==> src/rtl/mem_port_arbiter_if.sv <==
// Bus bundle between the fetch/memory-stage requesters, the arbiter and the shared memory.
// The slave modport is the arbiter's view and the master modport is the surrounding pipeline and memory.
interface mem_port_arbiter_if #(
  parameter int DATA_WIDTH = 32
);
  logic                  IReq;
  logic [DATA_WIDTH-1:0] IAddr;
  logic [DATA_WIDTH-1:0] IRData;
  logic                  IValid;
  logic                  StallI;

  logic                  DReq;
  logic                  DWe;
  logic [DATA_WIDTH-1:0] DAddr;
  logic [DATA_WIDTH-1:0] DWData;
  logic [2:0]            DCtrl;
  logic [DATA_WIDTH-1:0] DRData;
  logic                  DValid;
  logic                  StallD;

  logic                  MemReq;
  logic                  MemWe;
  logic [DATA_WIDTH-1:0] MemAddr;
  logic [DATA_WIDTH-1:0] MemWData;
  logic [2:0]            MemCtrl;
  logic [DATA_WIDTH-1:0] MemRData;
  logic                  MemReady;

  modport slave (
    input  IReq, IAddr, DReq, DWe, DAddr, DWData, DCtrl, MemRData, MemReady,
    output IRData, IValid, StallI, DRData, DValid, StallD,
           MemReq, MemWe, MemAddr, MemWData, MemCtrl
  );

  modport master (
    output IReq, IAddr, DReq, DWe, DAddr, DWData, DCtrl, MemRData, MemReady,
    input  IRData, IValid, StallI, DRData, DValid, StallD,
           MemReq, MemWe, MemAddr, MemWData, MemCtrl
  );
endinterface

==> src/rtl/mem_port_arbiter.sv <==
// Arbiter that shares one single-port memory between I-side fetch and D-side load/store.
// Grants are registered, D-side has priority, and I-side gets the slot after MAX_WAIT refused cycles.
module mem_port_arbiter #(
  parameter int DATA_WIDTH = 32,
  parameter int MAX_WAIT   = 4
) (
  input  logic                 clk,
  input  logic                 rst,
  mem_port_arbiter_if.slave    bus
);
  localparam int                WAIT_W   = $clog2(MAX_WAIT + 1);
  localparam logic [WAIT_W-1:0] WAIT_MAX = WAIT_W'(MAX_WAIT);
  localparam logic [2:0]        CTRL_WORD = 3'b010;

  typedef enum logic [1:0] {IDLE, SERVE_I, SERVE_D} state_t;

  state_t                state_q, state_d;
  logic [WAIT_W-1:0]     wait_cnt, wait_cnt_d;
  logic                  we_q, we_d;
  logic [DATA_WIDTH-1:0] addr_q, addr_d;
  logic [DATA_WIDTH-1:0] wdata_q, wdata_d;
  logic [2:0]            ctrl_q, ctrl_d;

  logic done, arb, i_ok, d_ok, grant_i, grant_d;

  // The side finishing this cycle still holds its request, so it is masked out of the new arbitration.
  always_comb begin
    done    = (state_q != IDLE) && bus.MemReady;
    arb     = (state_q == IDLE) || done;
    i_ok    = bus.IReq && (state_q != SERVE_I);
    d_ok    = bus.DReq && (state_q != SERVE_D);
    grant_d = arb && d_ok && !(i_ok && (wait_cnt == WAIT_MAX));
    grant_i = arb && !grant_d && i_ok;
  end

  always_comb begin
    state_d = state_q;
    we_d    = we_q;
    addr_d  = addr_q;
    wdata_d = wdata_q;
    ctrl_d  = ctrl_q;
    if (arb) begin
      state_d = IDLE;
      we_d    = 1'b0;
      addr_d  = '0;
      wdata_d = '0;
      ctrl_d  = '0;
      if (grant_d) begin
        state_d = SERVE_D;
        we_d    = bus.DWe;
        addr_d  = bus.DAddr;
        wdata_d = bus.DWData;
        ctrl_d  = bus.DCtrl;
      end else if (grant_i) begin
        state_d = SERVE_I;
        addr_d  = bus.IAddr;
        ctrl_d  = CTRL_WORD;
      end
    end
  end

  always_comb begin
    wait_cnt_d = wait_cnt;
    if (grant_i || !bus.IReq) begin
      wait_cnt_d = '0;
    end else if ((state_q != SERVE_I) && (wait_cnt != WAIT_MAX)) begin
      wait_cnt_d = wait_cnt + 1'b1;
    end
  end

  always_ff @(posedge clk) begin
    if (rst) begin
      state_q  <= IDLE;
      wait_cnt <= '0;
      we_q     <= 1'b0;
      addr_q   <= '0;
      wdata_q  <= '0;
      ctrl_q   <= '0;
    end else begin
      state_q  <= state_d;
      wait_cnt <= wait_cnt_d;
      we_q     <= we_d;
      addr_q   <= addr_d;
      wdata_q  <= wdata_d;
      ctrl_q   <= ctrl_d;
    end
  end

  // Latched fields are zeroed whenever the FSM returns to IDLE, so the memory side can drive them directly.
  always_comb begin
    bus.MemReq   = (state_q != IDLE);
    bus.MemWe    = we_q;
    bus.MemAddr  = addr_q;
    bus.MemWData = wdata_q;
    bus.MemCtrl  = ctrl_q;
    bus.IValid   = (state_q == SERVE_I) && bus.MemReady;
    bus.DValid   = (state_q == SERVE_D) && bus.MemReady;
    bus.IRData   = bus.MemRData;
    bus.DRData   = bus.MemRData;
    bus.StallI   = bus.IReq && !bus.IValid;
    bus.StallD   = bus.DReq && !bus.DValid;
  end
endmodule

==> src/flat_wrapper.sv <==
// flat-port wrapper written by rule: the top's interface ports become plain ports
module mem_port_arbiter_flat 
#(
  parameter int DATA_WIDTH = 32,
  parameter int MAX_WAIT   = 4
)
  (clk, rst, bus_IReq, bus_IAddr, bus_DReq, bus_DWe, bus_DAddr, bus_DWData, bus_DCtrl, bus_MemRData, bus_MemReady, bus_IRData, bus_IValid, bus_StallI, bus_DRData, bus_DValid, bus_StallD, bus_MemReq, bus_MemWe, bus_MemAddr, bus_MemWData, bus_MemCtrl);
  mem_port_arbiter_if #(.DATA_WIDTH(DATA_WIDTH)) bus_i ();
  input  logic clk;
  input  logic rst;
  input wire logic [$bits(bus_i.IReq)-1:0] bus_IReq;
  input wire logic [$bits(bus_i.IAddr)-1:0] bus_IAddr;
  input wire logic [$bits(bus_i.DReq)-1:0] bus_DReq;
  input wire logic [$bits(bus_i.DWe)-1:0] bus_DWe;
  input wire logic [$bits(bus_i.DAddr)-1:0] bus_DAddr;
  input wire logic [$bits(bus_i.DWData)-1:0] bus_DWData;
  input wire logic [$bits(bus_i.DCtrl)-1:0] bus_DCtrl;
  input wire logic [$bits(bus_i.MemRData)-1:0] bus_MemRData;
  input wire logic [$bits(bus_i.MemReady)-1:0] bus_MemReady;
  output wire logic [$bits(bus_i.IRData)-1:0] bus_IRData;
  output wire logic [$bits(bus_i.IValid)-1:0] bus_IValid;
  output wire logic [$bits(bus_i.StallI)-1:0] bus_StallI;
  output wire logic [$bits(bus_i.DRData)-1:0] bus_DRData;
  output wire logic [$bits(bus_i.DValid)-1:0] bus_DValid;
  output wire logic [$bits(bus_i.StallD)-1:0] bus_StallD;
  output wire logic [$bits(bus_i.MemReq)-1:0] bus_MemReq;
  output wire logic [$bits(bus_i.MemWe)-1:0] bus_MemWe;
  output wire logic [$bits(bus_i.MemAddr)-1:0] bus_MemAddr;
  output wire logic [$bits(bus_i.MemWData)-1:0] bus_MemWData;
  output wire logic [$bits(bus_i.MemCtrl)-1:0] bus_MemCtrl;
  assign bus_i.IReq = bus_IReq;
  assign bus_i.IAddr = bus_IAddr;
  assign bus_i.DReq = bus_DReq;
  assign bus_i.DWe = bus_DWe;
  assign bus_i.DAddr = bus_DAddr;
  assign bus_i.DWData = bus_DWData;
  assign bus_i.DCtrl = bus_DCtrl;
  assign bus_i.MemRData = bus_MemRData;
  assign bus_i.MemReady = bus_MemReady;
  assign bus_IRData = bus_i.IRData;
  assign bus_IValid = bus_i.IValid;
  assign bus_StallI = bus_i.StallI;
  assign bus_DRData = bus_i.DRData;
  assign bus_DValid = bus_i.DValid;
  assign bus_StallD = bus_i.StallD;
  assign bus_MemReq = bus_i.MemReq;
  assign bus_MemWe = bus_i.MemWe;
  assign bus_MemAddr = bus_i.MemAddr;
  assign bus_MemWData = bus_i.MemWData;
  assign bus_MemCtrl = bus_i.MemCtrl;
  mem_port_arbiter #(.DATA_WIDTH(DATA_WIDTH), .MAX_WAIT(MAX_WAIT)) u_core (.clk(clk), .rst(rst), .bus(bus_i));
endmodule
==> config.mk <==
export PLATFORM = sky130hd
export DESIGN_NAME = mem_port_arbiter_flat
export DESIGN_NICKNAME = d
export VERILOG_FILES = /design/src/rtl/mem_port_arbiter_if.sv /design/src/rtl/mem_port_arbiter.sv /design/src/flat_wrapper.sv
export SDC_FILE = /design/constraint.sdc
export NUM_CORES = 1
export LEC_CHECK = 0
export CORE_ASPECT_RATIO = 1.5
export CORE_UTILIZATION = 30
export CTS_BUF_LIST = sky130_fd_sc_hd__clkbuf_8 sky130_fd_sc_hd__clkbuf_16
export CTS_CLUSTER_DIAMETER = 40
export DETAILED_ROUTE_END_ITERATION = 12
export PLACE_DENSITY = 0.87
export SYNTH_ARGS = -nofsm -noshare
export SYNTH_HDL_FRONTEND = slang
export SYNTH_SLANG_ARGS = --single-unit
export TNS_END_PERCENT = 20
==> constraint.sdc <==
create_clock -name clk -period 1.7 [get_ports clk]
set_input_delay 0.34 -clock clk [delete_from_list [all_inputs] [get_ports clk]]
set_output_delay 0.34 -clock clk [all_outputs]
set_load 0.02 [all_outputs]
# Yosys cells after proc, flatten, opt, wreduce, memory -nomap -nowiden

Index checks and enable logic that the tools add are counted.

Register bits after elaboration: 73
Bits in latches: 0
Memory bits (writable): 0
ROM bits: 0
Input bits: 137
Output and inout port bits: 137
Word-level logic and storage cells: 44
Memories: 0

$add $sub $neg: 1
Multiply operators: 0
Div/mod/pow operators: 0
Order comparisons: 0
Equal/unequal tests: 6
Shift operators: 0
Muxes and demuxes: 8
Bitwise operators: 0
Reductions and logical operators: 23

Operators with widths:

| cell                                                  | count |
|---|---|
| 2-to-1 mux 32 bit                                     | 3 |
| logical AND 1 bit                                     | 13 |
| logical NOT 1 bit                                     | 5 |
| 2-to-1 mux 2 bit                                      | 2 |
| adder 3 x 1 -> 3 bit, second input constant           | 1 |
| equality test 3 bit, second input constant            | 1 |
| 2-to-1 mux 3 bit                                      | 1 |
| inequality test 3 bit, second input constant          | 1 |
| equality test 2 x 1 -> 1 bit, second input constant   | 1 |
| equality test 2 bit, second input constant            | 1 |
| logical NOT 2 bit                                     | 1 |
| logical OR 1 bit                                      | 2 |
| 2-to-1 mux 1 bit                                      | 2 |
| inequality test 2 x 1 -> 1 bit, second input constant | 1 |
| inequality test 2 bit, second input constant          | 1 |
| nonzero test 2 bit                                    | 1 |
| OR reduction 2 bit                                    | 1 |

# Logic depth before layout (Yosys ltp)

Gate-level depths: netlist of the first run.

Word-level depth: 10
Depth in mapped cells: 8

# Worst setup path after synthesis of the first run

Ideal clock, no wire load.

Kind: reg2reg
Start: register u_core.wait_cnt[0]
End: register u_core.addr_q[0], in the netlist u_core.bus.MemAddr[0]
Arrival time: 1533 ps
Required time: 1578 ps
Path slack: 45 ps
Stages on the path, launching flop included: 9
Path buffers: 2
Clock period less this slack: 1655 ps
Cells stage by stage: dfxtp_1 inv_1 ha_1 and4b_1 o32ai_2 and3_1 buf_4 buf_6 a221o_1

Word-level cells in the longest chain between the ends: 9

RTL lines:

| what                           | line                   | source |
|---|---|---|
| from (decl)                    | mem_port_arbiter.sv:18 | `logic [WAIT_W-1:0] wait_cnt, wait_cnt_d;` |
| from (signal assigned)         | mem_port_arbiter.sv:81 | `wait_cnt <= wait_cnt_d;` |
| equality test 3 bit *          | mem_port_arbiter.sv:32 | `grant_d = arb && d_ok && !(i_ok && (wait_cnt == WAIT_MAX));` |
| logical AND 1 bit *            | mem_port_arbiter.sv:32 |  |
| logical NOT 1 bit *            | mem_port_arbiter.sv:32 |  |
| logical AND 1 bit *            | mem_port_arbiter.sv:32 |  |
| logical NOT 1 bit              | mem_port_arbiter.sv:33 | `grant_i = arb && !grant_d && i_ok;` |
| logical AND 1 bit (2 in a row) | mem_port_arbiter.sv:33 |  |
| 2-to-1 mux 32 bit              | mem_port_arbiter.sv:54 | `end else if (grant_i) begin` |
| 2-to-1 mux 32 bit *            | mem_port_arbiter.sv:48 | `if (grant_d) begin` |
| to (signal assigned)           | mem_port_arbiter.sv:83 | `addr_q <= addr_d;` |
| to (decl)                      | mem_port_arbiter.sv:20 | `logic [DATA_WIDTH-1:0] addr_q, addr_d;` |

Mark *: on every way between the ends. The rest lies on a longest branch, timed or not.
A chain may end at the register's enable or synchronous reset.

# Final worst setup path of the first run

Start: register u_core.wait_cnt[0]
End: register u_core.addr_q[27], in the netlist u_core.bus.MemAddr[27]

The elaborated chain is that of the path after synthesis.

==> results of run 1 <==
==> critical path: cells and delay by family (launching register included) <==
kind / cells / cell delay (ps)
buf+inv: 4 / 450
compound gates: 2 / 410
flops: 1 / 320
fa+ha+maj: 1 / 150
simple gates: 2 / 420
==> flip-flops by register name (all words and copies together), names as in the netlist <==
name and count:
u_core.bus.MemAddr 32, u_core.bus.MemWData 32, u_core.bus.MemCtrl 3, u_core.wait_cnt 3, u_core.state_q 2, u_core.bus.MemWe 1
==> placed cells by master, fill, tap and decap left out, types with 6 or more instances in the layout <==
master	count
a221o_1	32
clkbuf_16	10
and3_1	34
nand2_1	6
buf_12	9
clkdlybuf4s50_1	164
nor2_1	36
buf_4	25
a32oi_1	35
dfxtp_1	70
==> kinds of logic (layout without fill, tap and decap cells) <==
| kind of cell | Yosys count | count (layout) | share of synthesized area (%) |
|---|---|---|---|
| compound gates | 79 | 80 | 21.5 |
| xor+xnor | 2 | 2 | 0.523 |
| fa+ha+maj | 2 | 2 | 0.747 |
| buf+inv | 97 | 234 | 19.6 |
| flops | 73 | 73 | 43.6 |
| mux | 1 | 1 | 0.299 |
| simple gates | 91 | 91 | 13.7 |
==> area by class of cell <==
cell class	count	area [sq um]	share of cell area [%]
clock buffer	10	239	4.36
clock inverter	6	75.1	1.37
inverter	4	15.0	0.274
multi-input combinational	176	1290	23.6
sequential	73	1470	26.7
tap	144	180	3.28
timing repair buffer	214	2220	40.4
==> what timing repair did <==
item | in CTS | in global routing
gates resized for setup | 29 | 11
endpoints found under the setup margin | 74 | 79
gates cloned | 3 | 1
buffers inserted | 3 | 4
pin swaps | 2 | 4
==> stage by stage <==
stage / std cells / area, sq um / hold slack, ps / setup TNS, ps / worst slack, ps
finish: 627 / 5490 / 492 / -7540 / -169
floorplan: 345 / 3350 / 478 / 0 / 45.1
detailed placement: 600 / 4950 / 480 / -35560 / -671
CTS: 622 / 5420 / 495 / -8700 / -199
global route: 627 / 5490 / 525 / -12090 / -211
global placement: 600 / 4950 / 464 / -30310 / -549
==> report_power, final <==
part | internal, uW | switching [uW]
logic | 635 | 513
registers | 1830 | 64.2
clock network | 1200 | 776
total | 3660 | 1350
==> worst paths after layout <==
kind	startpoint	endpoint	slack, ps
min reg2reg	u_core.bus.MemWData[21]	u_core.bus.MemWData[21]	490
min	u_core.bus.MemWData[21]	u_core.bus.MemWData[21]	490
max	u_core.wait_cnt[0]	u_core.bus.MemAddr[27]	-170
max reg2reg	u_core.wait_cnt[0]	u_core.bus.MemAddr[27]	-170
==> layer usage <==
metal  share of wire (%)  vias to the layer above
met2                  50                      234
met4                 2.8                        0
met1                  33                     1521
met5                   0                        -
met3                  14                       33
li1                    -                     1482
==> reports/results.txt, run 1 <==
Worst skew pair latency - 330 ps
Peak supply drop - 0.426 mV
Tcrit/Tclk final - 110%
Seq cells post-synth - 73
Final hold vios - 0
CP max FO - 8
Post-Synthesis Cells - 345
Ranking of synthesized cells by area - dfxtp_1, buf_4, a221o_1
Leakage power - 0.00229 uW
Worst endpoint required time - 1910 ps
Netlist cell types - 33
Share of post-route cells with drive strength above 1 - 15.1%
Nets - 617
Worst-path cell with the longest stage delay - dfxtp_2
Cell area power density - 913 nW/um^2
Reg clk slew, reported paths - 60 ps
Fin crit period - 1870 ps
GRT busiest layer - met2
Final Skew - 8.95 ps
Total length of routed wires - 13.7 mm
Syn_area_per_cell - 9.70 sq um
Failing checks - negative setup slack
RSZ-0062 raised after global routing - yes
Global-route wire length before repair - 19.4 mm
Dpl hpwl - 9.62 mm
Worst path cell trace - inv_2 -> ha_4 -> buf_6 -> and4b_1 -> o32ai_4 -> and3_4 -> buf_12 -> clkbuf_16 -> a221o_1
CP Class - reg2reg
Register area share after synthesis - 43.6%
Worst Setup Start Kind - flip-flop
Path type of the worst min-delay path - reg2reg
Outcome - finished with violations
Chip width - 88.3 um
Number of I/O port buffers - 177
# DRC - 0
Top cell type's share of synthesized area - 43.6%
Number of buffers created by CTS - 9
FMAX - 535 MHz
Top FF cell, synth - dfxtp_1
Hold depth - 2
Gr usage total - 22.8%
Total of max-cap violations - 0
Die area - 11600 sq um
Asr flop ratio synth - 0%
Via-to-Cell Ratio - 5.22
Initial antenna violation count - 0
CP arrival - 2080 ps
GR Layer Usage met1 - 22.3%
Worst slew pin tran - 368 ps
Grt ovf - 0
Wire length per cell - 21.9 um
Max Slew Vio Count - 0
GPL Wtd Cong - 0.840
Critical path capture point type - flip-flop
Worst slew margin - 75.4%
Htree depth - 3
Starting DRT DRC Count - 120
Cell with the most instances after synthesis - dfxtp_1
Fin util - 51.3%
Syn nets - 484
Largest net degree at the start of global routing - 37
Synth area leader - dfxtp_1
Worst r2r path cells - 9
Vias post-DR - 3270
CP peak stage delay - 320 ps
Final Total Pwr - 5010 uW
Most common library cells after synthesis - dfxtp_1, buf_4, nor2_1, a32oi_1, and3_1
First-pass iteration count of the detailed router - 4
Met2 usage - 39.1%
CTS tree - built
Met3 Use GR - 12.6%
Post-DRT Antenna Nets - 0
Synth warn - 0
Root Buffer - clkbuf_16
Final setup vio count - 69
CTS Hold Bufs - 0
Clock sinks - 73
# rows - 46
Area grow syn2layout - 63.9%
Post-synth EDFFs - 0
Post-Synthesis Cell Area - 3350 sq um
Height of the die - 131 um
Diodes inserted - 0
Core Area - 10700 sq um
# IOs - 274
Fillers - 958
Starting density of the core - 31.3%
Vias in the first global route - 3379
CTS max path bufs - 2
Setup ws final - -169 ps
Note: power is estimated with default switching activity, not from simulation.
==> run 2: changes to the inputs <==
- CORE_ASPECT_RATIO: 1.5 -> default
- REMOVE_ABC_BUFFERS: default -> 1
==> run 2 against run 1 <==
  * The flow still finishes with violations (negative setup slack)
  * Sequential power about the same
  * Design area fell by 3.8%
  * Setup slack better by 120 ps
  * Total power shrank 14%
  * Sequential share of layout area grew 1.1 points
  * Utilization decreased by 2.6 points
  * Via count is 0.64% lower
  * Clock skew fell by 1.1 ps
  * Critical path depth stayed put
  * Flip-flop and latch count unchanged
  * Largest cell class unchanged
==> reports/results.txt, run 2 (synthesized netlist as in run 1, its figures left out) <==
Outcome - finished with violations
Failing checks - negative setup slack
Grt ovf - 0 (unchanged)
Worst Setup Start Kind - flip-flop
Height of the die - 108 um (-18%)
GPL Wtd Cong - 0.815 (-2.9%)
CP Class - reg2reg
Nets - 608 (-1.5%)
Tcrit/Tclk final - 103% (-7.3 points)
Dpl hpwl - 9.78 mm (+1.6%)
Wire length per cell - 22.3 um (+2.0%)
Hold depth - 2 (unchanged)
Worst r2r path cells - 9 (unchanged)
Commonest non-fill, non-tap cell in the layout - clkdlybuf4s50_1
Htree depth - 3 (unchanged)
Worst slew margin - 75.2% (-0.19 points)
CP arrival - 2020 ps (-60 ps)
Crit. Startpoint - u_core.wait_cnt[1]
Clock sinks - 73 (unchanged)
Hold Crit Start - u_core.bus.MemWData[6]
Commonest non-fill, non-tap cells in the layout - clkdlybuf4s50_1, dfxtp_1, nor2_1
Comb pwr share - 26.0% (+3.1 points)
Peak supply drop - 0.408 mV (-4.3%)
Chip width - 108 um (+22%)
CTS max path bufs - 2 (unchanged)
Post-DRT Antenna Nets - 0 (unchanged)
CTS Hold Bufs - 0 (unchanged)
Share of post-route cells with drive strength above 1 - 11.8% (-3.3 points)
Leakage power - 0.00247 uW (+8.0%)
Fillers - 972 (+1.5%)
Core Area - 10800 sq um (+1.3%)
CTS tree - built
Net Sw Power - 1190 uW (-12%)
Number of I/O port buffers - 177 (unchanged)
Setup ws final - -45.5 ps (+124 ps)
WHS - 493 ps (+1.48 ps)
Global-route wire length before repair - 19.0 mm (-2.2%)
CP peak stage delay - 350 ps (+30 ps)
Fin crit period - 1750 ps (-124 ps)
Worst R2R Start - u_core.wait_cnt[1]
Reg clk slew, reported paths - 80 ps (+20 ps)
Vias in the first global route - 3253 (-3.7%)
Final Skew - 7.82 ps (-1.14 ps)
Largest net degree at the start of global routing - 37 (unchanged)
RSZ-0062 raised after global routing - yes
Crit path max-delay family - buffers and inverters
Die area - 11600 sq um (about the same)
Cell area power density - 813 nW/um^2 (-11%)
Starting DRT DRC Count - 198 (+65%)
Diodes inserted - 0 (unchanged)
Hold Path Sink - u_core.bus.MemWData[6]
Final setup vio count - 33 (-52%)
Worst skew pair latency - 340 ps (about the same)
# rows - 38 (-17%)
Worst slew pin tran - 372 ps (+3.44 ps)
Total of max-cap violations - 0 (unchanged)
Area grow syn2layout - 57.6%
Vias post-DR - 3249 (-0.64%)
Starting density of the core - 30.9% (-0.39 points)
Root Buffer - clkbuf_8
CP bufs+invs - 4 (unchanged)
Power Internal - 3100 uW (-15%)
Final Total Pwr - 4290 uW (-14%)
Setup TNS - -463 ps (+7080 ps)
Worst-path cell with the longest stage delay - dfxtp_2
# IOs - 274 (unchanged)
Number of buffers created by CTS - 9 (unchanged)
Path type of the worst min-delay path - reg2reg
Reg2reg setup slack - -50 ps (+120 ps)
Initial antenna violation count - 0 (unchanged)
Dpl ws - -433 ps (+237 ps)
First-pass iteration count of the detailed router - 4 (unchanged)
Clock share of power - 30.0% (-9.4 points)
Gr usage total - 22.1% (-0.70 points)
Final hold vios - 0 (unchanged)
Max Slew Vio Count - 0 (unchanged)
Sw Ratio - 27.7% (+0.71 points)
# DRC - 0 (unchanged)
Via-to-Cell Ratio - 5.30 (+1.6%)
CP max FO - 4 (-4)
Total length of routed wires - 13.7 mm (-0.25%)
Critical path capture point type - flip-flop
RR Endpoint - u_core.bus.MemWData[12]
Worst path cell trace - inv_2 -> ha_4 -> and4b_1 -> o32ai_4 -> buf_6 -> buf_12 -> clkbuf_16 -> a32oi_1 -> nor2_1
Sequential power share - 44.0% (+6.3 points)
FMAX - 573 MHz (+7.1%)
Worst endpoint required time - 1980 ps (+70 ps)
==> run 2: changes by cell type in the layout (fill, tap and decap cells not counted), sizes merged <==
| cell | delta |
|---|---|
| dlymetal6s2s | +17 |
| clkdlybuf4s50 | -16 |
| buf | -13 |
| dlygate4sd2 | +2 |
| a21oi | -1 |
| clkbuf | +1 |
| clkinv | -1 |
| inv | +1 |
==> run 2: power by group through the flow <==
stage | registers (uW) | clock network (uW) | logic (uW)
final | 1890 | 1290 | 1110
after CTS | 1890 | 1330 | 1090
after floorplan | 2040 | 0 | 244
after global placement | 1920 | 0 | 994
after detailed placement | 1920 | 0 | 1020
after global routing | 1900 | 1410 | 1170
==> run 2: worst max path at each step <==
| stage | endpoint | slack (ps) | cells after the start |
|---|---|---|---|
| 6_report | u_core.bus.MemWData[12] | -50 | 9 |
| 5_1_grt | u_core.bus.MemWData[3] | -110 | 9 |
| 4_1_cts | u_core.bus.MemWData[5] | -60 | 8 |
| 3_5_place_dp | u_core.bus.MemWData[30] | -430 | 6 |
| 3_3_place_gp | bus_IValid | -350 | 4 |
| 2_1_floorplan | u_core.bus.MemAddr[0] | -1390 | 6 |
==> run 2: metal layers <==
metal	vias up	track usage, %	part of all wire (%)
li1	1459	-	-
met4	5	6.46	1.0
met3	14	15.4	14
met2	206	29.8	42
met5	-	11.0	0.97
met1	1565	26.7	42
==> run 2: per-stage QoR <==
stage,util [%],cell area [sq um],instances
global placement,44.9,4870,590
detailed placement,44.9,4870,590
CTS,47.5,5150,609
floorplan,-,2710,252
finish,48.7,5280,613
global route,48.7,5280,613
==> run 2: area by class of cell <==
| type | instances | area, sq um | share of cell area [%] |
|---|---|---|---|
| Timing Repair Buffer | 206 | 2170 | 41.1 |
| Sequential cell | 73 | 1470 | 27.8 |
| Multi-Input combinational cell | 175 | 1270 | 24.1 |
| Tap cell | 140 | 175 | 3.32 |
| Clock buffer | 9 | 124 | 2.35 |
| Clock inverter | 6 | 53.8 | 1.02 |
| Inverter | 4 | 15.0 | 0.285 |
==> run 2: timing repair <==
item / in CTS / in global routing
resized for setup: 21 / 31
gates cloned: 2 / 2
pin swaps: 2 / 13
setup buffers: 2 / 3
endpoints found under the setup margin: 72 / 91
==> run 2: worst register-to-register path: stages (launching register included) <==
cell	delay (ps)
dfxtp_2	350
inv_2	50
ha_4	150
and4b_1	200
o32ai_4	320
buf_6	160
buf_12	110
clkbuf_16	140
a32oi_1	90
nor2_1	120
==> run 3: changes to the inputs <==
- CORE_ASPECT_RATIO: default -> 1.75
- MAX_ROUTING_LAYER: default -> met4
==> run 3 against run 2 <==
  * The run still ends with negative setup slack left
  * First-iteration DRC count fell by 42%
  * Clock power up 33%
  * Maximum frequency down 4.2%
  * Sequential power is essentially flat
  * Total power up 9.5%
  * Global-route usage increased by 2.2 points
  * Design area rose by 0.85%
  * Flip-flop and latch count did not move
  * Critical path type is now in2reg
==> reports/results.txt, run 3 (synthesized netlist as in run 1, its figures left out) <==
Fin crit period - 1820 ps (+75.9 ps)
Final Skew - 7.72 ps (-0.0925 ps)
Final hold vios - 0 (unchanged)
Wire length per cell - 23.3 um (+4.3%)
Max Slew Vio Count - 0 (unchanged)
Share of post-route cells with drive strength above 1 - 13.5% (+1.7 points)
Worst path cell trace - clkdlybuf4s50_1 -> and4b_1 -> o32ai_4 -> and3_4 -> buf_6 -> buf_12 -> a221o_1
CTS max path bufs - 2 (unchanged)
Dpl ws - -386 ps (+46.7 ps)
Post-DRT Antenna Nets - 0 (unchanged)
Final setup vio count - 35 (+6.1%)
Worst-path cell with the longest stage delay - clkdlybuf4s50_1
CP peak stage delay - 520 ps (+170 ps)
Reg2reg setup slack - -120 ps (-80 ps)
# IOs - 274 (unchanged)
Starting density of the core - 31.1% (+0.23 points)
Worst Setup Start Kind - input port
Core Area - 10800 sq um (-0.74%)
Vias in the first global route - 3283 (+0.92%)
Total length of routed wires - 14.2 mm (+3.7%)
# DRC - 0 (unchanged)
Leakage power - 0.00216 uW (-13%)
First-pass iteration count of the detailed router - 4 (unchanged)
Cell area power density - 883 nW/um^2 (+8.6%)
Fillers - 983 (+1.1%)
Number of I/O port buffers - 177 (unchanged)
Htree depth - 3 (unchanged)
Hold depth - 2 (unchanged)
CP Class - in2reg
Vias post-DR - 3258 (+0.28%)
Height of the die - 142 um (+32%)
Setup ws final - -121 ps (-75.9 ps)
Gr usage total - 24.3% (+2.2 points)
# rows - 50 (+32%)
FMAX - 549 MHz (-4.2%)
Setup TNS - -2490 ps (-2030 ps)
Worst R2R Start - u_core.wait_cnt[0]
Inst Count DP - 589 (-0.17%)
Dpl hpwl - 11.2 mm (+15%)
CP max FO - 8 (+4)
Non-Filler Instances - 610 (-0.49%)
Grt ovf - 0 (unchanged)
GPL Wtd Cong - 0.869 (+6.6%)
Diodes inserted - 0 (unchanged)
Commonest non-fill, non-tap cells in the layout - clkdlybuf4s50_1, dfxtp_1, nor2_1
Starting DRT DRC Count - 115 (-42%)
Crit path max-delay family - buffers and inverters
Worst slew pin tran - 348 ps (-23.8 ps)
CP bufs+invs - 3 (-1)
Path type of the worst min-delay path - reg2reg
Clock sinks - 73 (unchanged)
Worst slew margin - 76.8% (+1.6 points)
Peak supply drop - 0.658 mV (+61%)
Critical path capture point type - flip-flop
CTS tree - built
CP arrival - 2030 ps (about the same)
Failing checks - negative setup slack
Reg clk slew, reported paths - 50 ps (-30 ps)
RSZ-0062 raised after global routing - yes
Hold Path Sink - u_core.bus.MemWData[3]
Largest net degree at the start of global routing - 37 (unchanged)
Commonest non-fill, non-tap cell in the layout - clkdlybuf4s50_1
RR Endpoint - u_core.bus.MemAddr[2]
Total of max-cap violations - 0 (unchanged)
CTS Hold Bufs - 0 (unchanged)
Worst skew pair latency - 330 ps (about the same)
Area grow syn2layout - 58.9%
CP Depth - 7 (-2)
Global-route wire length before repair - 19.2 mm (+1.0%)
Initial antenna violation count - 0 (unchanged)
Worst endpoint required time - 1910 ps (-70 ps)
Outcome - finished with violations
Nets - 615 (+1.2%)
Number of buffers created by CTS - 9 (unchanged)
Via-to-Cell Ratio - 5.34 (+0.77%)
Die area - 11600 sq um (+0.14%)
Root Buffer - clkbuf_16
Hold Crit Start - u_core.bus.MemWData[3]
Worst r2r path cells - 8 (-1)
Tcrit/Tclk final - 107% (+4.5 points)
Chip width - 81.9 um (-24%)
-- run 3: final cells by class --
type	instances	area [sq um]	area share, %
flip-flops and latches	73	1460	27.5
clock inverters	5	32.5	0.611
multi-input cells	175	1260	23.8
well taps	130	163	3.06
repair buffers	213	2140	40.3
clock buffers	10	239	4.49
inverters	4	15.0	0.282
-- run 3: where the power goes --
| part | internal, uW | switching, uW |
|---|---|---|
| logic | 620 | 478 |
| clock network | 1010 | 697 |
| registers | 1830 | 63.4 |
| total | 3460 | 1240 |
-- run 3: worst min-delay path, cell delays in order (launching register included) --
cell and delay [ps]:
dfxtp_1 320, a32oi_1 60, nor2_1 70
-- run 3: timing repair --
action | CTS | global route
resized for setup | 20 | 6
setup buffers | 2 | 1
pin swaps | 0 | 2
cloned | 2 | 1
setup endpoints to repair | 74 | 71
-- run 3: worst max path at each step --
| stage | to | start | slack [ps] |
|---|---|---|---|
| 6_report | u_core.bus.MemAddr[2] | bus_IReq | -120 |
| 5_1_grt | u_core.bus.MemAddr[26] | u_core.wait_cnt[0] | -150 |
| 4_1_cts | u_core.bus.MemAddr[20] | u_core.wait_cnt[0] | -120 |
| 3_5_place_dp | u_core.bus.MemAddr[2] | bus_IReq | -390 |
| 3_3_place_gp | bus_IValid | bus_MemReady | -340 |
| 2_1_floorplan | u_core.bus.MemAddr[0] | u_core.wait_cnt[0] | -1390 |
-- run 3: metal layers --
metal / vias to the layer above / GRT usage [%] / part of all wire [%]
met5: - / - / 0
li1: 1472 / - / -
met2: 252 / 41.0 / 52
met1: 1512 / 21.5 / 31
met4: 0 / 12.2 / 3.8
met3: 22 / 12.5 / 13
-- run 3: through the flow --
stage | total power (uW) | area [sq um] | hold WS, ps | util [%]
6_report | 4700 | 5320 | 485 | 49.5
5_1_grt | 4880 | 5320 | 505 | 49.5
4_1_cts | 4740 | 5290 | 487 | 49.2
3_5_place_dp | 2970 | 4930 | 471 | 45.8
3_3_place_gp | 2940 | 4930 | 468 | 45.8
2_1_floorplan | 2290 | 2710 | 412 | -
